[config.mk]
export PLATFORM = sky130hd
export DESIGN_NAME = ram_march_tester
export DESIGN_NICKNAME = d
export VERILOG_FILES = /design/src/rtl/ram_march_tester.sv
export SDC_FILE = /design/constraint.sdc
export NUM_CORES = 1
export LEC_CHECK = 0
export ABC_CLOCK_PERIOD_IN_PS = 1400
export BUFFER_PORTS_ARGS = -buffer_cell sky130_fd_sc_hd__buf_2
export CAP_MARGIN = 20
export CORE_ASPECT_RATIO = 1.25
export CORE_MARGIN = 2
export CORE_UTILIZATION = 40
export CTS_CLUSTER_DIAMETER = 80
export DETAILED_ROUTE_END_ITERATION = 8
export PLACE_DENSITY = 0.73
export SYNTH_ARGS = -nofsm -noshare
export SYNTH_HDL_FRONTEND = slang
export SYNTH_SLANG_ARGS = --single-unit
[constraint.sdc]
create_clock -name clk_2 -period 1.4 [get_ports clk_2]
set_input_delay 0.28 -clock clk_2 [delete_from_list [all_inputs] [get_ports clk_2]]
set_output_delay 0.28 -clock clk_2 [all_outputs]
set_load 0.02 [all_outputs]
[src/rtl/ram_march_tester.sv]
// March-style RAM tester: writes pat^addr to every word, reads back and compares,
// then repeats with the inverted pattern. Reports pass, first failing address and error count.
module ram_march_tester #(
  parameter int AW  = 2,
  parameter int DW  = 4,
  parameter int ECW = 4
) (
  input  logic           clk_2,
  input  logic           rst_n,
  input  logic           start,
  input  logic [DW-1:0]  pattern,
  output logic           mem_we,
  output logic [AW-1:0]  mem_addr,
  output logic [DW-1:0]  mem_wdata,
  input  logic [DW-1:0]  mem_rdata,
  output logic           busy,
  output logic           done,
  output logic           pass,
  output logic [AW-1:0]  fail_addr,
  output logic [ECW-1:0] err_count
);

  localparam logic [AW-1:0]  LAST_ADDR = {AW{1'b1}};
  localparam logic [ECW-1:0] ERR_MAX   = {ECW{1'b1}};
  localparam logic [ECW-1:0] ERR_ONE   = {{(ECW-1){1'b0}}, 1'b1};

  typedef enum logic [2:0] {
    S_IDLE      = 3'd0,
    S_WR0       = 3'd1,
    S_RD0       = 3'd2,
    S_RD0_DRAIN = 3'd3,
    S_WR1       = 3'd4,
    S_RD1       = 3'd5,
    S_RD1_DRAIN = 3'd6,
    S_DONE      = 3'd7
  } state_e;

  function automatic logic [DW-1:0] exp_data(input logic [DW-1:0] pat,
                                             input logic [AW-1:0] a,
                                             input logic          inv);
    logic [DW-1:0] e;
    e = pat ^ DW'(a);
    return inv ? ~e : e;
  endfunction

  state_e         state_q, state_d;
  logic [AW-1:0]  addr_q, addr_d;
  logic [DW-1:0]  pat_q, pat_d;
  logic           cmp_vld_q, cmp_vld_d;
  logic [AW-1:0]  cmp_addr_q, cmp_addr_d;
  logic [DW-1:0]  cmp_exp_q, cmp_exp_d;
  logic [ECW-1:0] err_q, err_d;
  logic [AW-1:0]  fail_q, fail_d;
  logic           seen_q, seen_d;
  logic           phase1_s;
  logic           mismatch_s;
  logic [DW-1:0]  cur_exp_s;

  assign phase1_s  = (state_q == S_WR1) || (state_q == S_RD1) || (state_q == S_RD1_DRAIN);
  assign cur_exp_s = exp_data(pat_q, addr_q, phase1_s);
  // Compare pipe holds what was issued last cycle; RAM data arrives now.
  assign mismatch_s = cmp_vld_q && (mem_rdata != cmp_exp_q);

  // Next-state, address sequencing and error bookkeeping.
  always_comb begin
    state_d    = state_q;
    addr_d     = addr_q;
    pat_d      = pat_q;
    cmp_vld_d  = 1'b0;
    cmp_addr_d = addr_q;
    cmp_exp_d  = cur_exp_s;
    err_d      = err_q;
    fail_d     = fail_q;
    seen_d     = seen_q;

    if (mismatch_s) begin
      if (err_q != ERR_MAX) begin
        err_d = err_q + ERR_ONE;
      end else begin
        err_d = err_q;
      end
      if (!seen_q) begin
        fail_d = cmp_addr_q;
        seen_d = 1'b1;
      end else begin
        fail_d = fail_q;
      end
    end else begin
      err_d = err_q;
    end

    case (state_q)
      S_IDLE, S_DONE: begin
        if (start) begin
          pat_d   = pattern;
          err_d   = {ECW{1'b0}};
          fail_d  = {AW{1'b0}};
          seen_d  = 1'b0;
          addr_d  = {AW{1'b0}};
          state_d = S_WR0;
        end else begin
          state_d = state_q;
        end
      end
      S_WR0, S_WR1: begin
        addr_d = addr_q + {{(AW-1){1'b0}}, 1'b1};
        if (addr_q == LAST_ADDR) begin
          state_d = (state_q == S_WR0) ? S_RD0 : S_RD1;
        end else begin
          state_d = state_q;
        end
      end
      S_RD0, S_RD1: begin
        cmp_vld_d = 1'b1;
        addr_d    = addr_q + {{(AW-1){1'b0}}, 1'b1};
        if (addr_q == LAST_ADDR) begin
          state_d = (state_q == S_RD0) ? S_RD0_DRAIN : S_RD1_DRAIN;
        end else begin
          state_d = state_q;
        end
      end
      S_RD0_DRAIN: state_d = S_WR1;
      S_RD1_DRAIN: state_d = S_DONE;
      default:     state_d = S_IDLE;
    endcase
  end

  // State and datapath registers with synchronous active-low reset.
  always_ff @(posedge clk_2) begin
    if (!rst_n) begin
      state_q    <= S_IDLE;
      addr_q     <= {AW{1'b0}};
      pat_q      <= {DW{1'b0}};
      cmp_vld_q  <= 1'b0;
      cmp_addr_q <= {AW{1'b0}};
      cmp_exp_q  <= {DW{1'b0}};
      err_q      <= {ECW{1'b0}};
      fail_q     <= {AW{1'b0}};
      seen_q     <= 1'b0;
    end else begin
      state_q    <= state_d;
      addr_q     <= addr_d;
      pat_q      <= pat_d;
      cmp_vld_q  <= cmp_vld_d;
      cmp_addr_q <= cmp_addr_d;
      cmp_exp_q  <= cmp_exp_d;
      err_q      <= err_d;
      fail_q     <= fail_d;
      seen_q     <= seen_d;
    end
  end

  // Moore outputs decoded from state registers only.
  always_comb begin
    mem_we    = 1'b0;
    mem_addr  = {AW{1'b0}};
    mem_wdata = {DW{1'b0}};
    case (state_q)
      S_WR0, S_WR1: begin
        mem_we    = 1'b1;
        mem_addr  = addr_q;
        mem_wdata = cur_exp_s;
      end
      S_RD0, S_RD1: mem_addr = addr_q;
      default:      mem_we = 1'b0;
    endcase
  end

  assign busy      = (state_q != S_IDLE) && (state_q != S_DONE);
  assign done      = (state_q == S_DONE);
  assign pass      = (state_q == S_DONE) && (err_q == {ECW{1'b0}});
  assign fail_addr = fail_q;
  assign err_count = err_q;

endmodule

---- Word-level counts from Yosys, hierarchy flattened ----
Cells that the tools add are included.
Widths: inputs -> output; s select.
storage, ports and cells
  logic and storage cells ................. 67
  bits of input ports ..................... 11
  output and inout port bits .............. 16
  bits in registers ....................... 23
cells by class
  bitwise operators ....................... 2
  reduce and logical (&&, ||, !) cells .... 16
  muxes and demuxes ....................... 24
  eq/ne operators ......................... 14
  add/sub/neg operators ................... 2
operators by type and width
  operator             count
  $mux 4               6
  $mux 3               5
  $pmux 3 s5           1
  $eq 3x3->1 const B   4
  $mux 2               6
  $eq 3x2->1 const B   2
  $ne 2x2->1 const B   3
  $reduce_or 2->1      3
  $mux 1               5
  $add 4x1->4 const B  1
  $logic_not 4->1      1
  $ne 4x4->1           1
  $ne 4x4->1 const B   1
  $not 4->4            1
  $pmux 2 s2           1
  $reduce_and 2->1     2
  $reduce_or 4->1      1
  $xor 4x2->4          1
  $eq 3x1->1 const B   1
  $logic_and 1x1->1    3
  $logic_not 3->1      1
  $ne 3x3->1 const B   1
  $reduce_and 3->1     1
  $reduce_bool 3->1    1
  other kinds (4)      5

---- Depth between registers and ports, before layout ----
Gate-level depths: netlist of run 1.
  word-level depth ........................ 5
  gate-level depth with buffers ........... 6
  gate-level depth less buffers ........... 5

---- Least setup slack after synthesis of run 1 ----
No wires, ideal clock.
  path type ............................... register to output
  start ................................... register state_q[2]
  end ..................................... output pass
  path buffers ............................ 2
  data required time ...................... 1120 ps
  setup slack ............................. -189 ps
  stages on the path, launching flop included .. 5
  arrival time ............................ 1309 ps
  cell sequence ........................... dfxtp_1 > buf_2 > clkbuf_1 > and3_1 > and3_1
between the ends
  word-level cells in the longest chain between the ends .. 2
ends and longest elaborated chain
  item                      RTL line  source
  start: declaration        46        state_e state_q, state_d;
  start signal: assignment  141       state_q <= state_d;
  $eq 3x3->1                --
  net done                  17        output logic done,
  $logic_and 1x1->1         171       assign pass = (state_q == S_DONE) && (err_q == {ECW{1'b0}});
  end: declaration          18        output logic pass,
The timed path passes the listed nets, and every way through them passes these cells.

---- Final worst setup path of run 1 ----
  start ................................... register state_q[0]
  end ..................................... output busy
between the ends
  word-level cells in the longest chain between the ends .. 2
  elaborated cells on any way between the ends .. 3
  those cells by class .................... 1 x eq/ne; 2 x reduce/logical
ends and longest elaborated chain
  item                                                    RTL line  source
  $ne 3x3->1 / $reduce_bool 3->1 (equally long branches)  169       assign busy = (state_q != S_IDLE) && (state_q != S_DONE);
  $logic_and 1x1->1 (*)                                   169
  end: declaration                                        16        output logic busy,
Every way passes the cells marked *; elsewhere a longest branch is shown, timed or not.

==> flow_summary.ini, run 1 <==
[worst_setup_path]
end_kind = primary output
cp_max_fo = 7
cpLargestDelayFamily = buffers and inverters
worstPathArrival_ns = 1.34
reg2reg_from = cmp_exp_q[1]
critPathKind = reg2out
cp-start-kind = flop
slowest_delay_ns = 0.40
r2r_end = fail_addr[0]
worstPathRequired_ns = 1.12
r2r_cells = 6
slowest_stage = dfxtp_4
r2r_setup_slack_ns = -0.04
crit_buf_inv = 3
crit_chain = buf_8 > buf_4 > o21bai_4 > nand2_2 > buf_6

[synthesis]
synth.most_common_cell = dfxtp_1
syn_avg_cell_area_um2 = 8.51
synth_warnings = 0
syn_area_um2 = 1250
synth_commonest_cells = dfxtp_1, nor2_1, a21oi_1
synthDistinctLibCells = 37
syn_inst = 147
postSynth.asyncResetShare = 0
synth_edf_count = 0
ys_top_cells_by_area = dfxtp_1, nor2_1, mux2i_1
yosysSeqAreaShare = 0.368
ys_ff_latch = 23
synth_largest_area_cell = dfxtp_1
syn_nets = 161
ys.flop_type = dfxtp_1
synth_top_area_share = 0.368

[final_layout]
diodes = 0
nets = 212
utilization = 0.666
drive_above_1_share = 0.614
fill_cells = 245
design_area_um2 = 1980
area_growth_syn_to_layout_pct = 58.2
instances_no_fill = 233

[clock_network]
htree_levels = 1
insertion_delay_ns = 0.31
clk_pin_slew_worst_paths_ns = 0.13
cts.sinks = 23
cts_tree = yes
cts_root_buf = clkbuf_4
numCtsBuffers = 3
hold_buffers = 0
cts_max_path_buffers = 2

[detailed_routing]
top_signal_layer_used = met4
wl_met1_mm = 1.29
drc = 0
drt_iter0_markers = 18
wl_per_cell_um = 14.8
drtAntennaViolNets = 0
wl_met2_mm = 1.94
drt_wl_total_mm = 3.44
first_pass_iters = 4
vias_per_cell = 5.33
dr_wl_met3_um = 127
dr_total_vias = 1241

[job]
maxCapViolCount = 0

[timing]
max_freq_ghz = 0.619
min_period_ns = 1.62
grt_setup_unrepaired = true
slew_headroom = 0.715
fin_crit_sh = 1.15
whs_ns = 0.207
setup_violations = 15
final_max_slew_viol_count = 0
hold_viol_final = 0
tightest_slew_ns = 0.427
final.setup.worst_slack_ns = -0.216
skew_ns = 0.00770

[global_route]
grt_pass1_wl_mm = 5.30
grt_overflow = 0
grt_max_degree = 15
grt_pass1_vias = 1245
grt_usage = 0.199
antenna_found_initial = 0

[power_and_ir_drop]
powerDensity_nw_per_um2 = 670
p_leak_nw = 0.816
peakVddDrop_mv = 0.412
fin_total_pwr_mw = 1.33

[die]
design.die.area_um2 = 3590
start_util = 0.421
rows = 22
fp.dieH_um = 66.5
die_w_um = 54.0
ioPinCount = 27
core_area_um2 = 2970

[min_path]
hold_path_end = pat_q[0]
min_path_type = in2reg
worstHoldPathCells = 3
hold_path_startpoint = pattern[0]

[run_status]
status = finished with violations
violations = negative setup slack

[placement]
gp_congestion = 0.800
place_area_um2 = 1500
port_buffers = 26
place_inst = 214
dpl.hpwl_mm = 1.99
[logic make-up after synthesis]
logic type | count (synthesis) | synth area share
buf+inv | 18 | 0.0640
simple gates | 47 | 0.195
flops | 23 | 0.368
compound gates | 38 | 0.210
xor+xnor | 11 | 0.0770
mux | 7 | 0.0560
fa+ha+maj | 3 | 0.0300
[placed cells by master (no fill, tap or decap), types with 2 or more instances in the layout]
cell and instances:
and3_4 4, buf_4 22, buf_6 16, o21ba_2 2
nand3_1 2, xnor2_1 2, xor2_2 3, mux2i_2 2
nor3_2 2, o21ai_2 3, dfxtp_4 7, nor2_2 5
buf_2 16, a211oi_2 2, inv_1 7, a21oi_1 7
dfxtp_1 10, xnor2_4 2, a21oi_2 4, or3b_4 2
xor2_1 3, mux2i_1 5, ha_2 2, nand2_1 3
nor2_1 14, clkbuf_4 3, o21ai_0 7, dfxtp_2 6
and2_1 4, nor2_4 3
[power breakdown]
part           total [mW]  internal (mW)  switching [mW]  leakage, nW
clock               0.300          0.107           0.194       0.0177
combinational       0.316          0.168           0.148        0.603
sequential          0.709          0.674          0.0350        0.195
[worst min-delay path, stage by stage]
cell     delay, ns
buf_2         0.08
mux2i_1       0.05
nor2_1        0.08
[how the worst max path moves through the flow]
stage                   endpoint  depth (start not counted)          from  slack (ns)
floorplan                   pass                          4    state_q[2]      -0.005
CTS                 mem_wdata[0]                          4     addr_q[0]       -0.19
global placement    err_count[0]                          6  mem_rdata[3]       -0.05
finish                      busy                          5    state_q[0]       -0.22
global route        mem_wdata[2]                          5    state_q[0]       -0.27
detailed placement  err_count[0]                          6  mem_rdata[2]       -0.11
[final cells by class]
class                           instances  area [um^2]  area share
Sequential cell                        23          494       0.250
Clock buffer                            3         22.5      0.0114
Multi-Input combinational cell        106          936       0.473
Timing Repair Buffer                   55          440       0.223
Inverter                                9         36.3      0.0183
Tap cell                               36         45.0      0.0228
Clock inverter                          1         5.00     0.00253
[through the flow]
step	TNS, ns	worst slack (ns)
after floorplan	-0.00532	-0.00532
after detailed placement	-0.413	-0.106
after global routing	-2.76	-0.272
final	-1.81	-0.216
after CTS	-1.49	-0.195
after global placement	-0.165	-0.0536
[timing repair]
item | CTS | global route
buffers inserted | 10 | 4
endpoints found under the setup margin | 15 | 23
pin swaps | 16 | 13
gates cloned | 1 | 0
gates resized for setup | 64 | 28
[metal layers]
layer / vias to the layer above / global-route usage
met5: - / 0
met2: 33 / 0.381
met4: 0 / 0.0906
met1: 596 / 0.205
met3: 8 / 0.0247
li1: 604 / -
[flip-flops by register name, summed over array words and instances (netlist names)]
name,cells
seen_q,1
state_q,3
cmp_exp_q,4
cmp_vld_q,1
addr_q,2
err_count,4
fail_addr,2
pat_q,4
cmp_addr_q,2
No activity file was read; power rests on OpenSTA's default activity.
==> run 2: changes to the inputs <==
Settings changed: PLACE_DENSITY 0.73 to unset.
==> run 2 against run 1 <==
Effect of this change:
- the run still ends with negative setup slack left
- sequential share of layout area increased by 0.27 points
- die area unchanged
- register-to-register slack got worse by 0.02 ns
- cell count unchanged
- clock skew decreased by 0.0039 ns
- critical path depth unchanged
- total power decreased by 1.4%
- global-route usage decreased by 1.1 points
- combinational power decreased by 4%
- sequential power about the same
==> flow_summary.ini, run 2 (synthesized netlist as in run 1, its figures left out) <==
[worst_setup_path]
cp_max_fo = 8
r2r_setup_slack_ns = -0.06
slowest_stage = dfxtp_4
end_kind = primary output
slowest_delay_ns = 0.39
cpLargestDelayFamily = flip-flops
worstPathArrival_ns = 1.31
r2r_cells = 6
critPathKind = reg2out
crit_chain = buf_8 > buf_6 > o21bai_4 > nand2_2 > buf_6
worstPathRequired_ns = 1.12
cp-start-kind = flop
cp_common_cell = buf_6
crit_buf_inv = 3
worst-path-stages = 5

[power_and_ir_drop]
fin_total_pwr_mw = 1.31
p_leak_nw = 0.817
powerDensity_nw_per_um2 = 667
peakVddDrop_mv = 0.534

[placement]
gp_congestion = 0.761
dpl.hpwl_mm = 2.03
port_buffers = 26
place_area_um2 = 1540

[detailed_routing]
drtAntennaViolNets = 0
drt_iter0_markers = 32
first_pass_iters = 4
vias_per_cell = 5.21
wl_per_cell_um = 13.9
dr_total_vias = 1215
drt_wl_total_mm = 3.24
drc = 0

[timing]
setup_violations = 14
tightest_slew_ns = 0.441
fin_crit_sh = 1.14
final_max_slew_viol_count = 0
grt_setup_unrepaired = true
min_period_ns = 1.59
final.setup.worst_slack_ns = -0.193
skew_ns = 0.00382
slew_headroom = 0.706
hold_viol_final = 0
max_freq_ghz = 0.628

[die]
start_util = 0.421
rows = 22
fp.dieH_um = 66.5
design.die.area_um2 = 3590
ioPinCount = 27
core_area_um2 = 2970
die_w_um = 54.0

[job]
maxCapViolCount = 0

[clock_network]
htree_levels = 1
hold_buffers = 0
cts_max_path_buffers = 2
cts_root_buf = clkbuf_4
cts_tree = yes
cts.sinks = 23
clk_pin_slew_worst_paths_ns = 0.12
insertion_delay_ns = 0.30
numCtsBuffers = 3

[final_layout]
diodes = 0
fill_cells = 255
area_growth_syn_to_layout_pct = 56.5
nets = 212
design_area_um2 = 1960
drive_above_1_share = 0.599
mostFrequentLayoutCell = buf_4
final_cell_mix = buf_4, buf_2, nor2_1, buf_6, dfxtp_1

[min_path]
min_path_type = in2reg
worstHoldPathCells = 3

[global_route]
grt_usage = 0.188
antenna_found_initial = 0
grt_max_degree = 15
grt_overflow = 0
grt_pass1_vias = 1140
grt_pass1_wl_mm = 4.97

[run_status]
status = finished with violations
violations = negative setup slack
## run 2: metrics by stage
stage | setup WS, ns | utilization | setup TNS, ns | hold WS [ns] | cells
global route | -0.264 | 0.659 | -2.63 | 0.192 | 233
detailed placement | -0.0828 | 0.518 | -0.454 | 0.472 | 219
finish | -0.193 | 0.659 | -1.62 | 0.200 | 233
floorplan | -0.00532 | - | -0.00532 | 0.407 | 147
global placement | -0.0535 | 0.518 | -0.187 | 0.455 | 219
CTS | -0.174 | 0.599 | -1.61 | 0.205 | 228
## run 2: worst reg2reg max path: stages (launching register included)
cell and delay, ns:
dfxtp_2 0.35, xor2_2 0.14, o41ai_2 0.38, buf_4 0.21, buf_6 0.10, nand3b_1 0.12, a21oi_2 0.06
## run 2: path summary, 6_finish.rpt
kind	from	end
max	state_q[0]	busy
min	pattern[2]	pat_q[2]
max reg2reg	cmp_exp_q[0]	fail_addr[1]
min reg2reg	fail_addr[1]	fail_addr[1]
## run 2: area by class of cell
| type | instances | area [um^2] | share of cell area |
|---|---|---|---|
| Tap cell | 36 | 45.0 | 0.0230 |
| Inverter | 9 | 33.8 | 0.0173 |
| Timing Repair Buffer | 55 | 444 | 0.227 |
| Multi-Input combinational cell | 106 | 915 | 0.467 |
| Sequential cell | 23 | 494 | 0.252 |
| Clock buffer | 4 | 26.3 | 0.0134 |
## run 2: where the power goes
| group | switching, mW | internal (mW) |
|---|---|---|
| Clock | 0.185 | 0.111 |
| Combinational | 0.141 | 0.163 |
| Sequential | 0.0326 | 0.674 |
## run 2: timing repair
action                                  in CTS  in global routing
setup buffers                                4                  5
cloned                                       1                  0
resized for setup                           53                 36
pin swaps                                    6                 17
endpoints found under the setup margin      18                 20
## run 2: metal layers
layer | vias up | global-route usage | share of wire
li1 | 604 | - | -
met1 | 582 | 0.213 | 0.40
met2 | 23 | 0.335 | 0.55
met3 | 6 | 0.0224 | 0.023
met4 | 0 | 0.0906 | 0.022
met5 | - | 0 | 0
